==> src/rtl/direction_encoder.sv <==
// Debounced four-button direction encoder: turns raw push-buttons into single-cycle
// one-hot move commands with a first-press pulse followed by typematic auto-repeat.
module direction_encoder #(
    parameter logic [15:0] DEBOUNCE_CYCLES = 16'd50000,
    parameter logic [23:0] REPEAT_DELAY    = 24'd12500000,
    parameter logic [23:0] REPEAT_PERIOD   = 24'd2500000
) (
    input  logic       clk,
    input  logic       rst,
    input  logic       en,
    input  logic       btn_up,
    input  logic       btn_down,
    input  logic       btn_left,
    input  logic       btn_right,
    output logic [3:0] dir_code,
    output logic [3:0] held
);

    localparam int DW   = $clog2(int'(DEBOUNCE_CYCLES) + 1);
    localparam int TW_D = $clog2(int'(REPEAT_DELAY));
    localparam int TW_P = $clog2(int'(REPEAT_PERIOD));
    localparam int TW   = (TW_D > TW_P) ? TW_D : TW_P;

    localparam logic [DW-1:0] DEB_LIMIT   = DW'(DEBOUNCE_CYCLES);
    localparam logic [TW-1:0] DELAY_LOAD  = TW'(REPEAT_DELAY - 24'd1);
    localparam logic [TW-1:0] PERIOD_LOAD = TW'(REPEAT_PERIOD - 24'd1);

    typedef enum logic [1:0] {
        IDLE,
        DELAY,
        REPEAT
    } state_t;

    logic [3:0] raw;
    logic [3:0] stable;
    logic [3:0] sel;

    state_t        state_reg;
    logic [3:0]    cur_reg;
    logic [TW-1:0] timer_reg;

    assign raw  = {btn_up, btn_down, btn_left, btn_right};
    assign held = stable;

    // Per-button 2-flop synchronizer followed by a persistence-count debouncer.
    generate
        for (genvar gi = 0; gi < 4; gi++) begin : g_btn
            logic          meta_reg;
            logic          sync_reg;
            logic          stable_reg;
            logic [DW-1:0] cnt_reg;

            always_ff @(posedge clk or posedge rst) begin
                if (rst) begin
                    meta_reg   <= 1'b0;
                    sync_reg   <= 1'b0;
                    stable_reg <= 1'b0;
                    cnt_reg    <= '0;
                end else begin
                    meta_reg <= raw[gi];
                    sync_reg <= meta_reg;
                    if (sync_reg == stable_reg) begin
                        cnt_reg <= '0;
                    end else if (cnt_reg == DEB_LIMIT) begin
                        stable_reg <= sync_reg;
                        cnt_reg    <= '0;
                    end else begin
                        cnt_reg <= cnt_reg + DW'(1);
                    end
                end
            end

            assign stable[gi] = stable_reg;
        end
    endgenerate

    always_comb begin
        sel = 4'b0000;
        if (stable[3])      sel = 4'b1000;
        else if (stable[2]) sel = 4'b0100;
        else if (stable[1]) sel = 4'b0010;
        else if (stable[0]) sel = 4'b0001;
    end

    // A direction change arriving right after a pulse waits one cycle so pulses never abut;
    // every reload is at least 1, so the timer cannot underflow during that wait.
    always_ff @(posedge clk or posedge rst) begin
        if (rst) begin
            state_reg <= IDLE;
            cur_reg   <= 4'b0000;
            timer_reg <= '0;
            dir_code  <= 4'b0000;
        end else begin
            dir_code <= 4'b0000;
            if (!en) begin
                state_reg <= IDLE;
            end else begin
                case (state_reg)
                    IDLE: begin
                        if (sel != 4'b0000) begin
                            dir_code  <= sel;
                            cur_reg   <= sel;
                            timer_reg <= DELAY_LOAD;
                            state_reg <= DELAY;
                        end
                    end
                    DELAY, REPEAT: begin
                        if (sel == 4'b0000) begin
                            state_reg <= IDLE;
                        end else if (sel != cur_reg && dir_code == 4'b0000) begin
                            dir_code  <= sel;
                            cur_reg   <= sel;
                            timer_reg <= DELAY_LOAD;
                            state_reg <= DELAY;
                        end else if (timer_reg == '0) begin
                            dir_code  <= cur_reg;
                            timer_reg <= PERIOD_LOAD;
                            state_reg <= REPEAT;
                        end else begin
                            timer_reg <= timer_reg - TW'(1);
                        end
                    end
                    default: state_reg <= IDLE;
                endcase
            end
        end
    end

endmodule

==> config.mk <==
export PLATFORM = sky130hd
export DESIGN_NAME = direction_encoder
export DESIGN_NICKNAME = d
export VERILOG_FILES = /design/src/rtl/direction_encoder.sv
export SDC_FILE = /design/constraint.sdc
export NUM_CORES = 1
export LEC_CHECK = 0
export ABC_AREA = 1
export BUFFER_PORTS_ARGS = -buffer_cell sky130_fd_sc_hd__buf_2
export CAP_MARGIN = 20
export CORE_MARGIN = 2
export CORE_UTILIZATION = 45
export DETAILED_ROUTE_END_ITERATION = 16
export PLACE_DENSITY_LB_ADDON = 0.3
export SYNTH_ARGS = -nofsm -noshare
export SYNTH_HDL_FRONTEND = slang
export SYNTH_SLANG_ARGS = --single-unit
==> constraint.sdc <==
create_clock -name clk -period 4.4 [get_ports clk]
set_input_delay 0.88 -clock clk [delete_from_list [all_inputs] [get_ports clk]]
set_output_delay 0.88 -clock clk [all_outputs]
set_load 0.05 [all_outputs]
# Yosys cells after proc, flatten, opt, wreduce, memory -nomap -nowiden
# Index checks and enable logic that the tools add are counted.
[totals] out_inout_bits=8 word_cells=93 regBits=110 inputBits=7
[op_classes] bitwise=4 add_sub_neg=5 muxes=33 reduce_logical=15 n_eq_ne=16
[op_table] op="two-way mux 16 bit" count=8
[op_table] op="two-way mux 24 bit" count=4
[op_table] op="adder 16 x 1 -> 16 bit, second input constant" count=4
[op_table] op="equality test 16 bit, second input constant" count=4
[op_table] op="case mux 24 bit (2 select lines)" count=1
[op_table] op="two-way mux 4 bit" count=9
[op_table] op="logical NOT 24 bit" count=1
[op_table] op="subtractor 24 x 1 -> 24 bit, second input constant" count=1
[op_table] op="case mux 4 bit (2 select lines)" count=2
[op_table] op="two-way mux 2 bit" count=6
[op_table] op="AND reduction 2 bit" count=5
[op_table] op="logical NOT 4 bit" count=2
[op_table] op="inequality test 2 bit, second input constant" count=3
[op_table] op="inequality test 5 bit, second input constant" count=1
[op_table] op="AND reduction 5 bit" count=1
[op_table] op="equality test 1 bit" count=4
[op_table] op="inequality test 4 bit" count=1
[op_table] op="inverter 1 bit" count=4
[op_table] op="case mux 2 bit (2 select lines)" count=1
[op_table] op="AND reduction 4 bit" count=1
[op_table] op="nonzero test 4 bit" count=1
[op_table] op="two-way mux 3 bit" count=1
[op_table] op="inequality test 3 bit, second input constant" count=1
[op_table] op="equality test 2 x 1 -> 1 bit, second input constant" count=1
[op_table] op="other kinds (6)" count=6

# Logic depth before layout (Yosys ltp)
# Gate-level depths: netlist (run 1).
[logic_depth] ltp_word=10 ltp_mapped=13 depth_no_buf=12

# Worst setup path after synthesis (run 1)
# OpenSTA, ideal clock, no wires.
[synth_timing] path_kind="input -> register" from="input port en" to="register timer_reg[18]" required_time_ns=4.272 setup_time_ns=0.128 n_path_buf=1 t_arrival_ns=1.693 slack_ns=2.579 path_stages=8 path_cell_list="inv_1 -> nor2_2 -> nand2_4 -> inv_6 -> buf_2 -> nand2_1 -> nand2_1 -> nand3_1"
[synth_between] elab_chain_cells=1
[synth_rtl] element="from (decl)" line_no="10" text="input logic en,"
[synth_rtl] element="AND reduction 4 bit (no line)"
[synth_rtl] element="to (signal assigned)" line_no="120" text="timer_reg <= timer_reg - TW'(1);"
[synth_rtl] element="to (decl)" line_no="40" text="logic [TW-1:0] timer_reg;"
# No other way between the ends.
# A chain may end at the register's enable or synchronous reset.

# Final worst setup path (run 1)
[layout_timing] from="register g_btn[3].stable_reg" to="output port held[3]"
[layout_rtl] element="from (decl)" line_no="50" text="logic stable_reg;"
[layout_rtl] element="from (signal assigned)" line_no="65" text="stable_reg <= sync_reg;"
[layout_rtl] element="to (decl)" line_no="16" text="output logic [3:0] held"
# No word-level cell between the ends.

==> results of run 1 <==
-- synthesized netlist by cell type (all sizes together) --
cell type    n
mux2         1
nor3b        4
a31oi        1
nand2      149
or2          4
nand3b       3
xnor2        3
a22oi        1
o211ai       2
xor2        22
nand3       59
dfrtp      110
nor2       110
inv        120
nor3        39
ha          11
and2         1
nand4       17
buf          7
a21oi       42
o22ai        1
nor4        16
o21ai       34
-- cell type report --
class                           instances  share of cell area
Clock buffer                            9              0.0348
Clock inverter                          7              0.0124
Inverter                              120              0.0712
Multi-Input combinational cell        520               0.410
Sequential cell                       110               0.425
Tap cell                              172              0.0333
Timing Repair Buffer                   16              0.0132
-- cells by family after synthesis --
kind of cell | synth area share
and+or+nand+nor | 0.316
buffers and inverters | 0.0855
AOI/OAI and AO/OA | 0.0703
muxes | 0.00191
xor gates and xnor gates | 0.0371
adders and majority gates | 0.0233
DFF | 0.466
-- power groups by stage --
stage / clock network [mW] / logic (mW) / registers (mW)
5_1_grt: 0.911 / 0.466 / 1.20
4_1_cts: 0.872 / 0.408 / 1.18
3_5_place_dp: 0 / 0.409 / 1.20
6_report: 0.843 / 0.405 / 1.19
3_3_place_gp: 0 / 0.393 / 1.20
2_1_floorplan: 0 / 0.332 / 1.18
-- metal layers --
layer / up-vias / routed length, µm
met1: 2287 / 5720
met4: 0 / 222
met3: 20 / 475
li1: 2473 / -
met5: - / 0
met2: 78 / 5630
-- cell usage in the layout, fill, tap and decap left out, types with 2 or more instances in the layout --
cell type / n
o21ai_0: 30
nor4_1: 16
nand2_4: 4
buf_4: 2
nand3_1: 56
inv_4: 2
nor3b_1: 4
dfrtp_1: 110
nand2_1: 144
ha_1: 11
inv_1: 116
buf_2: 14
nor3_1: 37
nand4_1: 17
or2_2: 4
inv_6: 3
a21oi_1: 42
clkbuf_16: 9
nor2_2: 8
o211ai_1: 2
nor2_1: 100
nand3_2: 2
o21ai_1: 4
nand3b_1: 3
xor2_1: 22
xnor2_1: 3
-- through the flow --
step | cells | power (mW) | utilization | cell area, µm² | hold WS, ns
detailed placement | 938 | 1.61 | 0.485 | 6160 | 0.342
CTS | 954 | 2.46 | 0.509 | 6470 | 0.360
finish | 954 | 2.43 | 0.509 | 6470 | 0.357
floorplan | 757 | 1.51 | - | 5910 | 0.331
global placement | 938 | 1.59 | 0.485 | 6160 | 0.335
global route | 954 | 2.58 | 0.509 | 6470 | 0.364
-- worst paths after layout --
| path | end | cells past startpoint | startpoint |
|---|---|---|---|
| worst min-delay path | g_btn[0].sync_reg | 0 | g_btn[0].meta_reg |
| max in group asynchronous | timer_reg[2] | 3 | rst |
| worst max-delay path | held[3] | 1 | g_btn[3].stable_reg |
| worst max register to register | timer_reg[16] | 9 | timer_reg[0] |
| worst min register to register | g_btn[0].sync_reg | 0 | g_btn[0].meta_reg |
| min in group asynchronous | g_btn[2].cnt_reg[14] | 2 | rst |
==> impl_metrics.json, run 1 <==
{
  "clk_latency_ns": 0.36,
  "grt_pass1_vias": 4661,
  "pre_cts_ws_ns": 2.13,
  "vias": 4858,
  "comb_power_share": 0.166,
  "grt_use_total": 0.182,
  "port_buffers": 14,
  "drtPass1Iterations": 5,
  "globalRouteMet2Util": 0.292,
  "h-tree-depth": 3,
  "path_clk_slew_ns": 0.08,
  "yosysWarnings": 0,
  "hpwl_mm": 8.85,
  "grt_use_met1": 0.237,
  "powerDensity_nw_per_um2": 376,
  "synthToLayoutAreaGrowth_pct": 9.49,
  "status": "finished clean",
  "power_frac_clock": 0.346,
  "fillerInstances": 1215,
  "p_switching_mw": 0.757,
  "met3_usage": 0.0579,
  "cts_buffers": 9,
  "critPathTopFamily": "flip-flops",
  "diodes": 0,
  "end_kind": "primary output",
  "p_int_mw": 1.68,
  "path_class": "register to primary output",
  "period_minus_slack_ns": 2.13,
  "slowest_stage": "dfrtp_1",
  "largest_reg_flops": 64,
  "synth_cells": 757,
  "grt_pass1_wl_mm": 21.0,
  "synth.top_cells.by_area": "dfrtp_1, nand2_1, inv_1",
  "hold_class": "register to register",
  "irDropWorstVdd_mv": 0.231,
  "finalSetupViolCount": 0,
  "max_freq_mhz": 469,
  "crit_arrival_ns": 1.25,
  "root_buffer": "clkbuf_16",
  "viasPerCell": 5.09,
  "yosys.area.top_type_share": 0.466,
  "ys_seq_area_frac": 0.466,
  "final.setup.tns_ns": 0,
  "die_area_um2": 14100,
  "die_h_um": 119,
  "ys_ff_latch": 110,
  "switching_share": 0.311,
  "rsz0062_at_grt": "false",
  "crit_buf_inv": 1,
  "final-seq-area_um2": 2750,
  "antenna_left": 0,
  "grt-busiest-layer": "met2",
  "worstSetupStartpointType": "register",
  "antenna_found_initial": 0,
  "rows": 41,
  "synth_top_cell_by_area": "dfrtp_1",
  "finalCritPeriodShare": 0.485,
  "cts_tree": "yes",
  "relSlewSlack": 0.398,
  "totalWireLength_mm": 12.1,
  "start_util": 0.464,
  "crit_fanout": 7,
  "overflow": 0,
  "postCtsSetupBuffers": 0,
  "drc": 0,
  "slowest_delay_ns": 0.54,
  "finalWorstSetupSlack_ns": 2.27,
  "r2r_setup_slack_ns": 2.41,
  "drt-initial-drc-count": 412,
  "drive_gt1_frac": 0.0780,
  "synth_nets": 775,
  "fin_worst_skew_ns": 0.0102,
  "slew_viol_final": 0,
  "multi_input_area_um2": 2650,
  "synthesis.area_um2": 5910,
  "p_seq_frac": 0.487,
  "post_cts_resized": 0,
  "cp_cell_sequence": "buf_2",
  "core_area_um2": 12700,
  "final_net_count": 795,
  "critPathRequiredTime_ns": 3.52,
  "die_w_um": 119,
  "pin_count": 15,
  "clock-sinks": 110,
  "hold_viol": 0,
  "detail_route.wl_per_cell_um": 12.6,
  "finalWeightedCongestion": 0.873,
  "grt_max_degree": 75,
  "tightest_slew_ns": 0.904,
  "leakagePower_nw": 2.99,
  "syn_area_per_cell_um2": 7.81,
  "holdBufCountCts": 0,
  "max_cap_viol_count": 0,
  "clockBufferDepth": 2,
  "synth_cell_types": 37
}
Power figures use the tool's default switching activity.
==> run 2: changes to the inputs <==
ABC_AREA = 0   (was 1)
clock period = 2.1 ns   (was 4.4 ns; I/O delays follow)
==> impl_metrics.json, run 2 <==
{
  "status": "complete, but fails checks",
  "violations": "setup timing",
  "port_buffers": 14,
  "leakagePower_nw": 3.06,
  "synth_commonest_cells": "dfrtp_1, nor2_1, xor2_1",
  "clk_latency_ns": 0.36,
  "synthArstFlopShare": 1.00,
  "overflow": 0,
  "synthesis.area_um2": 5820,
  "max_freq_mhz": 471,
  "finalWeightedCongestion": 0.860,
  "power_frac_clock": 0.439,
  "comb_power_share": 0.032,
  "clockBufferDepth": 2,
  "syn_area_per_cell_um2": 10.0,
  "drc": 0,
  "cts_buffers": 9,
  "p_switching_mw": 0.940,
  "finalSetupViolCount": 1,
  "drt-initial-drc-count": 288,
  "start_util": 0.461,
  "fin_area_um2": 6790,
  "totalWireLength_mm": 12.7,
  "cts_tree": "yes",
  "yosysWarnings": 0,
  "ys.flop_type": "dfrtp_1",
  "antenna_left": 0,
  "clock-sinks": 110,
  "irDropWorstVdd_mv": 0.515,
  "period_minus_slack_ns": 2.12,
  "crit_fanout": 7,
  "p_seq_frac": 0.530,
  "path_clk_slew_ns": 0.07,
  "yosys.area.top_type_share": 0.473,
  "postPlaceCellArea_um2": 6300,
  "yosys.cell_count.top_type": "dfrtp_1",
  "end_kind": "register",
  "synth_cell_types": 74,
  "tightest_slew_ns": 0.588,
  "critPathRequiredTime_ns": 2.35,
  "placedCellCount": 788,
  "fin_util": 0.538,
  "yosys.area_share.simple": 0.240,
  "pin_count": 15,
  "finalCritPeriodShare": 1.01,
  "slew_viol_final": 0,
  "synth_edf_count": 0,
  "core_area_um2": 12600,
  "drtPass1Iterations": 5,
  "detail_route.wl_per_cell_um": 15.7,
  "h-tree-depth": 3,
  "root_buffer": "clkbuf_16",
  "rsz0062_at_grt": "true",
  "synth_cells": 581,
  "final_cells": 814,
  "diodes": 0,
  "largest_reg_flops": 64,
  "synth_top_family_by_area": "simple AND/OR/NAND/NOR gates",
  "synthToLayoutAreaGrowth_pct": 16.7,
  "grt_use_total": 0.189,
  "drive_gt1_frac": 0.193,
  "path_class": "register to register",
  "synth_nets": 599,
  "grt_pass1_wl_mm": 21.5,
  "relSlewSlack": 0.608,
  "powerDensity_nw_per_um2": 602,
  "hold_viol": 0,
  "final_net_count": 655,
  "die_area_um2": 13900,
  "grt_pass1_vias": 4449,
  "synth-compound-area-share": 0.121,
  "rows": 41,
  "grt_max_degree": 111,
  "vias": 4605,
  "p_total_mw": 4.09,
  "final_cell_mix": "dfrtp_1, nor2_1, buf_4, xor2_1, nand2_1",
  "worstSetupStartpointType": "register",
  "synth_top_cell_by_area": "dfrtp_1",
  "ys_ff_latch": 110,
  "synthMuxAreaShare": 0.0116,
  "hpwl_mm": 8.64,
  "crit_arrival_ns": 2.37,
  "max_cap_viol_count": 0,
  "ys_seq_area_frac": 0.473,
  "viasPerCell": 5.66,
  "synth-xor-area-share": 0.0858,
  "final_common_cell": "dfrtp_1",
  "holdBufCountCts": 0,
  "fin_worst_skew_ns": 0.00826,
  "synth_fa_ha_area_frac": 0.0236,
  "hold_class": "primary input to register",
  "switching_share": 0.230,
  "die_h_um": 118,
  "die_w_um": 118,
  "synth.top_cells.by_area": "dfrtp_1, xor2_1, nor2_1",
  "antenna_found_initial": 0,
  "finalWorstSetupSlack_ns": -0.0223,
  "pre_cts_ws_ns": -0.0552,
  "p_int_mw": 3.15
}
run 2: cell families (layout without fill, tap and decap cells):
kind of cell / after synthesis / after routing
DFF: 110 / 110
buffers and inverters: 48 / 108
muxes: 6 / 6
xor gates and xnor gates: 57 / 57
AOI/OAI and AO/OA: 99 / 99
and+or+nand+nor: 250 / 251
adders and majority gates: 11 / 11
run 2: critical path, stage by stage (launching register included):
cell and delay [ns]:
dfrtp_2 0.48, nor4b_4 0.38, buf_4 0.19, xor2_2 0.06, a22o_1 0.27, o211ai_1 0.31
mux2_4 0.33
run 2: final timing paths:
kind,slack (ns),cells after the start,end,from
min in group asynchronous,0.20,3,g_btn[0].cnt_reg[12],rst
setup reg to reg,-0.02,6,cur_reg[0],g_btn[2].stable_reg
hold / removal,0.16,1,g_btn[3].meta_reg,btn_up
setup / recovery,-0.02,6,cur_reg[0],g_btn[2].stable_reg
max in group asynchronous,1.43,3,g_btn[3].stable_reg,rst
hold reg to reg,0.35,0,g_btn[2].sync_reg,g_btn[2].meta_reg
run 2: timing repair:
action / 4_1_cts / 5_1_grt
pin swaps: 4 / 10
resized for setup: 7 / 19
cloned: 0 / 1
endpoints found under the setup margin: 15 / 30
buffers inserted: 4 / 5
run 2: cell type report:
type                            count  area, µm²
Clock buffer                       11        243
Clock inverter                      5       65.1
Fill cell                        1157       5830
Inverter                           26        101
Multi-Input combinational cell    424       2910
Sequential cell                   110       2760
Tap cell                          172        215
Timing Repair Buffer               66        505
run 2: layer usage:
layer | track usage | share of wire
met1 | 0.261 | 0.47
met2 | 0.297 | 0.48
met3 | 0.0378 | 0.039
met4 | 0.0655 | 0.011
met5 | 0 | 0
run 2: power by group through the flow:
| stage | logic (mW) | clock network (mW) | registers (mW) |
|---|---|---|---|
| after floorplan | 0.0973 | 0 | 2.20 |
| after global placement | 0.131 | 0 | 2.21 |
| after detailed placement | 0.133 | 0 | 2.21 |
| after CTS | 0.135 | 1.84 | 2.17 |
| after global routing | 0.152 | 1.92 | 2.17 |
| final | 0.130 | 1.79 | 2.17 |
run 2: through the flow:
| stage | setup TNS, ns | hold slack, ns |
|---|---|---|
| 4_1_cts | 0 | 0.153 |
| 3_5_place_dp | -0.213 | 0.340 |
| 6_report | -0.0223 | 0.164 |
| 5_1_grt | -0.380 | 0.145 |
| 3_3_place_gp | -0.0121 | 0.334 |
| 2_1_floorplan | 0 | 0.331 |
==> run 3: changes to the inputs <==
clock period = 1.9 ns   (was 2.1 ns; I/O delays follow)
==> impl_metrics.json, run 3 (synthesis results as in run 2) <==
{
  "violations": "setup timing",
  "period_minus_slack_ns": 2.06,
  "drive_gt1_frac": 0.332,
  "worstSetupStartpointType": "register",
  "leakagePower_nw": 3.45,
  "hold_viol": 0,
  "clk_latency_ns": 0.36,
  "hpwl_mm": 8.97,
  "drtPass1Iterations": 4,
  "die_w_um": 118,
  "start_util": 0.461,
  "grt_pass1_vias": 4923,
  "critPathTopFamily": "compound AO/OA/AOI/OAI gates",
  "p_seq_frac": 0.536,
  "crit_arrival_ns": 2.31,
  "largest_reg_flops": 64,
  "path_clk_slew_ns": 0.08,
  "grt_max_degree": 111,
  "hold_class": "primary input to register",
  "fin_worst_skew_ns": 0.00973,
  "final_cell_mix": "dfrtp_1, buf_4, nor2_1, xor2_1, nand2_1",
  "critPathRequiredTime_ns": 2.15,
  "switching_share": 0.227,
  "max_freq_mhz": 486,
  "port_buffers": 14,
  "cp_cell_sequence": "nor4b_4 -> buf_4 -> xor2_4 -> a22o_1 -> o211ai_1 -> mux2_2",
  "drc": 0,
  "drt-initial-drc-count": 253,
  "slowest_delay_ns": 0.46,
  "crit_fanout": 5,
  "end_kind": "register",
  "p_int_mw": 3.46,
  "diodes": 0,
  "cp_num_cells": 6,
  "viasPerCell": 5.64,
  "rsz0062_at_grt": "true",
  "hold_path_startpoint": "btn_right",
  "whs_path_depth": 1,
  "synthToLayoutAreaGrowth_pct": 30.4,
  "relSlewSlack": 0.605,
  "status": "complete, but fails checks",
  "max_cap_viol_count": 0,
  "detail_route.wl_per_cell_um": 16.0,
  "vias": 4880,
  "die_area_um2": 13900,
  "pin_count": 15,
  "fillerInstances": 1028,
  "finalWeightedCongestion": 0.856,
  "antenna_found_initial": 0,
  "cts_buffers": 9,
  "grt_use_total": 0.203,
  "clock-sinks": 110,
  "p_switching_mw": 1.01,
  "totalWireLength_mm": 13.8,
  "final_net_count": 706,
  "postPlaceCellArea_um2": 6640,
  "h-tree-depth": 3,
  "irDropWorstVdd_mv": 0.690,
  "tightest_slew_ns": 0.592,
  "clockBufferDepth": 2,
  "r2r_setup_slack_ns": -0.16,
  "fin_area_um2": 7590,
  "finalSetupViolCount": 29,
  "rr_startpoint": "g_btn[2].stable_reg",
  "power_frac_clock": 0.429,
  "overflow": 0,
  "reg2reg_depth": 6,
  "antenna_left": 0,
  "slew_viol_final": 0,
  "grt_pass1_wl_mm": 23.2,
  "cts_tree": "yes",
  "r2r_end": "cur_reg[0]",
  "finalCritPeriodShare": 1.08,
  "final_common_cell": "dfrtp_1",
  "crit_buf_inv": 1,
  "slowest_stage": "dfrtp_2",
  "die_h_um": 118,
  "path_class": "register to register",
  "finalWorstSetupSlack_ns": -0.159,
  "rows": 41,
  "root_buffer": "clkbuf_16",
  "hold_end": "g_btn[0].meta_reg",
  "comb_power_share": 0.035,
  "core_area_um2": 12600,
  "powerDensity_nw_per_um2": 589,
  "holdWs_ns": 0.123
}
-- run 3: cell count changes in the layout (fill, tap and decap cells not counted), moves of 6 or more --
cell     before  now
o31ai_1      13    5
o21ai_0      18    7
buf_6         2   19
o21ai_2       0    6
buf_4        47   83
-- run 3: how the worst max path moves through the flow --
stage | startpoint | to | slack (ns)
floorplan | g_btn[1].stable_reg | cur_reg[0] | -0.06
global placement | g_btn[2].stable_reg | dir_code[1] | -0.13
detailed placement | g_btn[2].stable_reg | dir_code[0] | -0.22
CTS | g_btn[2].stable_reg | cur_reg[0] | -0.14
global route | g_btn[2].stable_reg | cur_reg[0] | -0.22
finish | g_btn[2].stable_reg | cur_reg[0] | -0.16
-- run 3: final cells by class --
class / count / area [µm²] / area share
clock buffer: 11 / 233 / 0.0307
clock inverter: 5 / 63.8 / 0.00840
inverter: 26 / 101 / 0.0133
sequential: 110 / 2760 / 0.364
timing repair buffer: 117 / 927 / 0.122
tap: 172 / 215 / 0.0283
multi-input combinational: 424 / 3290 / 0.434
-- run 3: power by group through the flow --
| stage | sequential, mW | clock (mW) | combinational, mW |
|---|---|---|---|
| floorplan | 2.44 | 0 | 0.108 |
| global placement | 2.44 | 0 | 0.154 |
| detailed placement | 2.44 | 0 | 0.157 |
| CTS | 2.40 | 1.98 | 0.159 |
| global route | 2.40 | 2.07 | 0.185 |
| finish | 2.40 | 1.92 | 0.156 |
-- run 3: timing repair --
item | CTS | global route
setup endpoints to repair | 33 | 35
pin swaps | 28 | 19
buffers inserted | 12 | 9
hold buffers | 0 | 0
endpoints found under the hold margin | 0 | 0
resized for setup | 61 | 57
gates cloned | 2 | 1
-- run 3: per-layer routing --
layer	up-vias	track usage	share of wire
met2	105	0.351	0.52
li1	2306	-	-
met3	29	0.0523	0.040
met5	-	0	0
met1	2440	0.252	0.43
met4	0	0.0520	0.016
-- run 3: through the flow --
stage,std cells,util,setup slack [ns],setup TNS [ns],power (mW)
6_report,865,0.602,-0.159,-1.66,4.47
5_1_grt,865,0.602,-0.217,-4.05,4.66
3_5_place_dp,829,0.526,-0.216,-3.21,2.60
2_1_floorplan,581,-,-0.0576,-0.174,2.54
4_1_cts,858,0.577,-0.141,-1.29,4.54
3_3_place_gp,829,0.526,-0.127,-1.71,2.59
